===== src/rtl/pipe_stage_reg.sv =====
// Parametrised pipeline stage register with valid/ready, stall, flush-to-bubble and a stall counter.
// Define PIPE_SKID_EN to add a one-entry skid buffer so in_ready no longer depends on out_ready.
module pipe_stage_reg #(
    parameter int                 DATA_W      = 32,
    parameter int                 CTRL_W      = 13,
    parameter logic [CTRL_W-1:0]  CTRL_BUBBLE = '0,
    parameter int                 CNT_W       = 8
) (
    input  logic              clk,
    input  logic              rst,
    input  logic              in_valid,
    output logic              in_ready,
    input  logic [CTRL_W-1:0] in_ctrl,
    input  logic [DATA_W-1:0] in_data,
    input  logic              stall,
    input  logic              flush,
    output logic              out_valid,
    input  logic              out_ready,
    output logic [CTRL_W-1:0] out_ctrl,
    output logic [DATA_W-1:0] out_data,
    output logic [CNT_W-1:0]  stall_cnt
);

    logic              out_valid_q, out_valid_d;
    logic [CTRL_W-1:0] ctrl_q, ctrl_d;
    logic [DATA_W-1:0] data_q, data_d;
    logic [CNT_W-1:0]  cnt_q, cnt_d;
    logic              accept, drain;

`ifdef PIPE_SKID_EN
    logic              skid_valid_q, skid_valid_d;
    logic [CTRL_W-1:0] skid_ctrl_q, skid_ctrl_d;
    logic [DATA_W-1:0] skid_data_q, skid_data_d;

    // Ready comes from the skid flop; out_ready never reaches in_ready.
    assign in_ready = rst & ~stall & ~flush & ~skid_valid_q;
`else
    assign in_ready = rst & ~stall & ~flush & (~out_valid_q | out_ready);
`endif

    always_comb begin
        accept      = in_valid & in_ready;
        drain       = out_valid_q & out_ready;
        out_valid_d = out_valid_q;
        ctrl_d      = ctrl_q;
        data_d      = data_q;
        cnt_d       = cnt_q;
`ifdef PIPE_SKID_EN
        skid_valid_d = skid_valid_q;
        skid_ctrl_d  = skid_ctrl_q;
        skid_data_d  = skid_data_q;
`endif
        if (flush) begin
            out_valid_d = 1'b0;
            ctrl_d      = CTRL_BUBBLE;
`ifdef PIPE_SKID_EN
            skid_valid_d = 1'b0;
`endif
        end else begin
`ifdef PIPE_SKID_EN
            if (out_valid_q && !out_ready) begin
                if (accept) begin
                    skid_valid_d = 1'b1;
                    skid_ctrl_d  = in_ctrl;
                    skid_data_d  = in_data;
                end
            end else if (skid_valid_q) begin
                // Intake is blocked while the skid is full, so it always refills main first.
                out_valid_d  = 1'b1;
                ctrl_d       = skid_ctrl_q;
                data_d       = skid_data_q;
                skid_valid_d = 1'b0;
            end else if (accept) begin
                out_valid_d = 1'b1;
                ctrl_d      = in_ctrl;
                data_d      = in_data;
            end else if (drain) begin
                out_valid_d = 1'b0;
                ctrl_d      = CTRL_BUBBLE;
            end
`else
            if (accept) begin
                out_valid_d = 1'b1;
                ctrl_d      = in_ctrl;
                data_d      = in_data;
            end else if (drain) begin
                out_valid_d = 1'b0;
                ctrl_d      = CTRL_BUBBLE;
            end
`endif
        end
        if ((stall || (out_valid_q && !out_ready)) && !flush && (cnt_q != {CNT_W{1'b1}}))
            cnt_d = cnt_q + CNT_W'(1);
    end

    always_ff @(posedge clk) begin
        if (!rst) begin
            out_valid_q <= 1'b0;
            ctrl_q      <= CTRL_BUBBLE;
            data_q      <= '0;
            cnt_q       <= '0;
`ifdef PIPE_SKID_EN
            skid_valid_q <= 1'b0;
            skid_ctrl_q  <= CTRL_BUBBLE;
            skid_data_q  <= '0;
`endif
        end else begin
            out_valid_q <= out_valid_d;
            ctrl_q      <= ctrl_d;
            data_q      <= data_d;
            cnt_q       <= cnt_d;
`ifdef PIPE_SKID_EN
            skid_valid_q <= skid_valid_d;
            skid_ctrl_q  <= skid_ctrl_d;
            skid_data_q  <= skid_data_d;
`endif
        end
    end

    assign out_valid = out_valid_q;
    assign out_ctrl  = ctrl_q;
    assign out_data  = data_q;
    assign stall_cnt = cnt_q;

endmodule


===== config.mk =====
export PLATFORM = sky130hd
export DESIGN_NAME = pipe_stage_reg
export DESIGN_NICKNAME = d
export VERILOG_FILES = /design/src/rtl/pipe_stage_reg.sv
export SDC_FILE = /design/constraint.sdc
export NUM_CORES = 1
export LEC_CHECK = 0
export CAP_MARGIN = 20
export CORE_ASPECT_RATIO = 1.2
export CORE_MARGIN = 1.5
export CORE_UTILIZATION = 28
export CTS_CLUSTER_DIAMETER = 200
export DETAILED_ROUTE_END_ITERATION = 10
export PLACE_DENSITY = 0.61
export SYNTH_ARGS = -nofsm -noshare
export SYNTH_HDL_FRONTEND = slang
export SYNTH_SLANG_ARGS = --single-unit

===== constraint.sdc =====
create_clock -name clk -period 1.46 [get_ports clk]
set_input_delay 0.146 -clock clk [delete_from_list [all_inputs] [get_ports clk]]
set_output_delay 0.146 -clock clk [all_outputs]
set_load 0.05 [all_outputs]

==> qor.yml, run 1 <==
run_status:
  status: "complete, but fails checks"
  failed_checks: "setup timing"
critical_path:
  critical-path-slowest-cell: "sky130_fd_sc_hd__dfxtp_4"
  worstSetupStartpointType: "flop"
  crit_chain: "and2b_2 -> buf_12 -> nor4_4 -> buf_4 -> buf_12 -> nand2_1 -> a21oi_1"
  cpPeakStageDelay_ps: 350
  cpMostUsedCell: "sky130_fd_sc_hd__buf_12"
  worst-path-buf-inv: 3
  type_of_the_worst_setup_path: "reg -> reg"
  data_required_time_of_the_worst_path_ps: 1690
  critical_path.top_delay_family: "buffers and inverters"
  startpoint: "out_valid$_SDFFE_PP0P_"
  rrSetupSlack_ps: -20
  worst_r2r_path_depth: 7
  cp-end-kind: "flop"
  worstReg2RegStart: "out_valid$_SDFFE_PP0P_"
  timing.rr.end: "out_data[14]$_SDFFE_PN0P_"
  cp_data_arrival_time_ps: 1720
  cp_max_fo: 11
final_layout:
  drive_above_1_share: 0.3102
  antenna_cells_inserted: 0
  finish.net_count: 412
  flow.area_growth_from_synthesis_pct: 71.36
  num-fill-cells: 729
timing:
  timing.fmax_mhz: 674.2
  timing.final.crit_period_ps: 1483
  final-setup-viol-count: 22
  finalMaxSlewViolations: 0
  rsz_0062_raised_after_global_routing: "yes"
  report.final.hold_viol_count: 0
  finalWorstSetupSlack_ps: -23.24
  post_route_setup_tns_ps: -191.6
  clock-skew-final_ps: 4.471
  finalCritPeriodShare: 1.016
  slew-limit-headroom: 0.8064
  tightest_pin_transition_ps: 290.4
synthesis:
  ys_types: 29
  postSynthNetCount: 289
  synth.largest_area_cell: "sky130_fd_sc_hd__dfxtp_1"
  area_share_of_the_largest_cell_type_after_synthesis: 0.5265
  ys_seq_area_frac: 0.5265
  synth_top_flop_cell: "sky130_fd_sc_hd__dfxtp_1"
  number_of_enable_type_register_cells_in_the_synthesized_netlist: 0
  ys_async_sr_fraction: 0
  ys.warnings.count: 0
  postSynthAreaPerCell_um2: 8.663
  register_bit_count_reported_by_yosys: 54
  post_synth_main_area_contributors: "sky130_fd_sc_hd__dfxtp_1 (53%), sky130_fd_sc_hd__nand2_1 (12%), sky130_fd_sc_hd__a21oi_1 (8.8%)"
  syn_area_um2: 2053
  synth.most_common_cell: "sky130_fd_sc_hd__nand2_1"
  synth_commonest_cells: "sky130_fd_sc_hd__nand2_1 (67), sky130_fd_sc_hd__dfxtp_1 (54), sky130_fd_sc_hd__a21oi_1 (36)"
  syn-instance-count: 237
pwr:
  p_sw_mw: 0.6950
  pwr-share-comb: 0.171
  intPower_mw: 2.071
  swShare: 0.2512
  power.ir.vdd_worst_mv: 0.3806
  share_of_power_burned_in_registers: 0.544
  p_leak_nw: 1.362
  p_clk_frac: 0.285
  power_density_nw_per_um2: 786.2
routing:
  detailedRoute.firstIterationViolations: 77
  drt_pre_antenna_iters: 4
  dr_total_vias: 2073
  wl_per_cell_um: 13.01
  drcViolationCount: 0
  avgViaCountPerCell: 4.596
  routed_wl_um: 5866
  remaining_number_of_nets_flagged_by_the_antenna_check_after_routing: 0
global_route:
  grt_pass1_vias: 1909
  grtUsageTotal: 0.1384
  grt_pass1_wl_um: 8687
  grt_max_degree: 46
  grt.overflow.total: 0
  grt_antenna_before_repair: 0
die:
  die_w_um: 81.17
  fp.dieArea_um2: 7858
  core_um2: 7189
  initial_core_utilization: 0.2856
  floorplan.io_pins: 106
  rows: 34
  die-height_um: 96.81
place:
  placement.setup.worst_slack_ps: -361.1
  place.port_buffers: 105
  routabilityCongestion: 0.6948
  place_hpwl_um: 3971
clock_network:
  cts_root_buf: "sky130_fd_sc_hd__clkbuf_8"
  htree_num_levels: 2
  cts_hold_repair.buffers: 0
  clk-insertion-delay-late_ps: 290
  cts_sinks: 54
  cts_made_buffers: 5
  cts.clk_slew.worst_paths_ps: 90
  cts_tree: "yes"
  cts.path.max_buffers: 2
min_path:
  min_delay_path_depth: 3
  hold_path.class: "in -> reg"
  worstHoldEndpoint: "out_data[7]$_SDFFE_PN0P_"
  min-delay-start: "in_data[7]"
job:
  max_cap_viol_count: 0
## cell usage in the layout, fill, tap and decap left out, types with 5 or more instances in the layout
cell type                         count
sky130_fd_sc_hd__buf_12               7
sky130_fd_sc_hd__dfxtp_1             45
sky130_fd_sc_hd__inv_1                5
sky130_fd_sc_hd__a22oi_2              5
sky130_fd_sc_hd__a22oi_1              8
sky130_fd_sc_hd__buf_4               68
sky130_fd_sc_hd__dfxtp_4              7
sky130_fd_sc_hd__clkdlybuf4s50_1     47
sky130_fd_sc_hd__clkbuf_8             5
sky130_fd_sc_hd__nand2_1             67
sky130_fd_sc_hd__nor2_1              16
sky130_fd_sc_hd__a21oi_1             35
## through the flow
step,util,cells,hold slack [ps],cell area [µm²],power [mW]
global route,0.4894,451,384.1,3518,2.896
global placement,0.4589,439,444.5,3299,1.984
detailed placement,0.4589,439,448.8,3299,1.992
finish,0.4894,451,385.7,3518,2.766
CTS,0.4716,447,371.5,3391,2.799
floorplan,-,237,269.2,2148,1.745
## logic make-up after synthesis
family | after synthesis | share of synthesized area
AO/OA/AOI/OAI | 59 | 0.1749
XOR/XNOR | 1 | 0.004266
adder cells (fa/ha/maj) | 1 | 0.006093
buffers and inverters | 20 | 0.06642
flip-flops | 54 | 0.5265
multiplexers | 1 | 0.004875
AND/OR/NAND/NOR | 101 | 0.2169
## worst max path at each step
stage | endpoint | slack [ps] | cells after the start
after global routing | out_data[18]$_SDFFE_PN0P_ | -110 | 7
after detailed placement | out_data[2]$_SDFFE_PN0P_ | -360 | 6
after floorplan | out_data[23]$_SDFFE_PN0P_ | -120 | 6
final | out_data[14]$_SDFFE_PN0P_ | -20 | 7
after CTS | out_data[2]$_SDFFE_PN0P_ | -10 | 5
after global placement | out_data[3]$_SDFFE_PN0P_ | -330 | 6
## state kept, by name, summed over array words and instances (netlist names)
register	count
out_data	32
stall_cnt	8
out_valid	1
out_ctrl	13
## layer usage
metal,vias to the layer above,global-route usage,share of wire
met5,-,0,0
met4,0,0.05172,0.012
met3,5,0.02170,0.051
met2,63,0.2436,0.51
met1,952,0.1643,0.43
li1,1053,-,-
## timing repair
item | 4_1_cts | 5_1_grt
setup endpoints to repair | 36 | 52
cloned | 0 | 3
pin swaps | 0 | 6
buffers inserted | 0 | 1
resized for setup | 6 | 12
## worst register-to-register path: cells and delay by family, from the launching register on
| family | cells | cell delay [ps] |
|---|---|---|
| compound gates | 1 | 120 |
| buf+inv | 3 | 490 |
| simple gates | 3 | 460 |
| flops | 1 | 350 |
## final cells by class
type	count	area (µm²)	share of cell area
repair buffers	131	1242	0.3531
flip-flops and latches	54	1110	0.3154
multi-input cells	163	954.7	0.2713
well taps	90	112.6	0.03201
clock buffers	8	80.08	0.02276
inverters	5	18.77	0.005334
## power by group through the flow
| stage | registers, mW | logic, mW | clock network [mW] |
|---|---|---|---|
| 2_1_floorplan | 1.63 | 0.114 | 0 |
| 3_3_place_gp | 1.54 | 0.445 | 0 |
| 3_5_place_dp | 1.54 | 0.452 | 0 |
| 4_1_cts | 1.51 | 0.454 | 0.840 |
| 5_1_grt | 1.51 | 0.504 | 0.884 |
| 6_report | 1.50 | 0.472 | 0.790 |
Power figures use the tool's default switching activity.
==> inputs of run 2 (changes only) <==
CTS_CLUSTER_DIAMETER = not set   (was 200)
MAX_ROUTING_LAYER = met4   (was not set)
SLEW_MARGIN = 20   (was not set)
==> qor.yml, run 2 (synthesis results as in run 1) <==
run_status:
  status: "complete, but fails checks"
  failed_checks: "setup timing"
min_path:
  hold_path.class: "in -> reg"
critical_path:
  cp_data_arrival_time_ps: 1720
  data_required_time_of_the_worst_path_ps: 1690
  cpPeakStageDelay_ps: 350
  crit_chain: "and2b_2 -> buf_12 -> nor4_4 -> buf_4 -> buf_12 -> nand2_1 -> a21oi_1"
  type_of_the_worst_setup_path: "reg -> reg"
  cp-end-kind: "flop"
  cp_max_fo: 11
  critical-path-slowest-cell: "sky130_fd_sc_hd__dfxtp_4"
  critical_path.top_delay_family: "buffers and inverters"
  cpMostUsedCell: "sky130_fd_sc_hd__buf_12"
  worstSetupStartpointType: "flop"
  worst-path-buf-inv: 3
routing:
  wl_per_cell_um: 13.01
  avgViaCountPerCell: 4.579
  detailedRoute.firstIterationViolations: 64
  drcViolationCount: 0
  remaining_number_of_nets_flagged_by_the_antenna_check_after_routing: 0
  routed_wl_um: 5867
  dr_total_vias: 2065
  drt_pre_antenna_iters: 4
clock_network:
  cts_tree: "yes"
  clk-insertion-delay-late_ps: 290
  htree_num_levels: 2
  cts.clk_slew.worst_paths_ps: 90
  cts_sinks: 54
  cts.path.max_buffers: 2
  cts_root_buf: "sky130_fd_sc_hd__clkbuf_8"
  cts_made_buffers: 5
die:
  die-height_um: 96.81
  fp.dieArea_um2: 7858
  core_um2: 7189
  rows: 34
  initial_core_utilization: 0.2856
  floorplan.io_pins: 106
  die_w_um: 81.17
pwr:
  p_leak_nw: 1.364
  power_density_nw_per_um2: 784.9
  pwr-share-comb: 0.171
  power.ir.vdd_worst_mv: 0.3797
  intPower_mw: 2.072
  p_sw_mw: 0.6965
  share_of_power_burned_in_registers: 0.543
  p_clk_frac: 0.286
  swShare: 0.2516
timing:
  slew-limit-headroom: 0.8057
  timing.final.crit_period_ps: 1490
  final-setup-viol-count: 21
  tightest_pin_transition_ps: 291.4
  worst_hold_slack_ps: 386.0
  timing.fmax_mhz: 671.3
  clock-skew-final_ps: 3.621
  report.final.hold_viol_count: 0
  finalWorstSetupSlack_ps: -29.61
  finalMaxSlewViolations: 0
  rsz_0062_raised_after_global_routing: "yes"
  finalCritPeriodShare: 1.020
global_route:
  grt_pass1_wl_um: 8680
  grt_pass1_vias: 1909
  grt_antenna_before_repair: 0
  grtUsageTotal: 0.1422
  grt.overflow.total: 0
  grt_max_degree: 46
final_layout:
  flow.area_growth_from_synthesis_pct: 71.79
  antenna_cells_inserted: 0
  layout_commonest_cell: "sky130_fd_sc_hd__buf_4"
  drive_above_1_share: 0.3130
  finish.net_count: 412
  largest_reg_flops: 32
  num-fill-cells: 727
  utilization: 0.4906
  commonest_non_fill_non_tap_cells_in_the_layout: "sky130_fd_sc_hd__buf_4 (68), sky130_fd_sc_hd__nand2_1 (67), sky130_fd_sc_hd__clkdlybuf4s50_1 (47), sky130_fd_sc_hd__dfxtp_1 (45), sky130_fd_sc_hd__a21oi_1 (35)"
  layout.cell_area.non_filler_um2: 3527
job:
  max_cap_viol_count: 0
place:
  place.port_buffers: 105
  routabilityCongestion: 0.7023
  detailed_place.area_um2: 3299
  place_hpwl_um: 3971
  placement.setup.worst_slack_ps: -361.1
[run 2: cell types whose count changed in the layout (fill, tap and decap cells not counted)]
cell and delta:
sky130_fd_sc_hd__a22oi_1 -1, sky130_fd_sc_hd__a22oi_2 +1, sky130_fd_sc_hd__buf_6 -1, sky130_fd_sc_hd__buf_8 +1
[run 2: timing repair]
item,in CTS,in global routing
setup endpoints to repair,36,52
gates resized for setup,6,14
pin swaps,0,8
hold buffers,0,0
buffers inserted,0,1
cloned,0,3
[run 2: cell type report]
cell class | instances | area [µm²] | area share
Tap cell | 90 | 112.6 | 0.03193
Clock buffer | 8 | 80.08 | 0.02270
Multi-Input combinational cell | 163 | 959.7 | 0.2721
Sequential cell | 54 | 1110 | 0.3146
Inverter | 5 | 18.77 | 0.005321
Timing Repair Buffer | 131 | 1246 | 0.3533
[run 2: worst paths after layout]
kind	from	end	slack, ps	depth (start not counted)
worst max register to register	out_valid$_SDFFE_PP0P_	out_data[14]$_SDFFE_PN0P_	-30	7
worst min register to register	out_data[1]$_SDFFE_PN0P_	out_data[1]$_SDFFE_PN0P_	460	2
worst min-delay path	in_data[7]	out_data[7]$_SDFFE_PN0P_	390	3
worst max-delay path	out_valid$_SDFFE_PP0P_	out_data[14]$_SDFFE_PN0P_	-30	7
[run 2: power groups by stage]
| stage | Combinational [mW] | Clock [mW] | Sequential (mW) |
|---|---|---|---|
| after global placement | 0.445 | 0 | 1.54 |
| after detailed placement | 0.452 | 0 | 1.54 |
| final | 0.474 | 0.790 | 1.50 |
| after floorplan | 0.114 | 0 | 1.63 |
| after global routing | 0.506 | 0.884 | 1.51 |
| after CTS | 0.454 | 0.840 | 1.51 |
[run 2: routing by layer]
layer / routed length [µm] / GRT usage / share of wire
met4: 83 / 0.05172 / 0.014
met1: 2522 / 0.1667 / 0.43
met3: 272 / 0.01792 / 0.046
met5: 0 / - / 0
met2: 2989 / 0.2436 / 0.51
[run 2: metrics by stage]
stage | cells | total power, mW | setup TNS [ps]
finish | 451 | 2.768 | -274.0
global placement | 439 | 1.984 | -15760
detailed placement | 439 | 1.992 | -17290
global route | 451 | 2.897 | -3825
CTS | 447 | 2.799 | -90.77
floorplan | 237 | 1.745 | -4064
[run 2: tightest hold or removal path, stage by stage]
cell                              delay, ps
sky130_fd_sc_hd__clkdlybuf4s50_1        390
sky130_fd_sc_hd__nand2_1                 60
sky130_fd_sc_hd__a21oi_1                 50
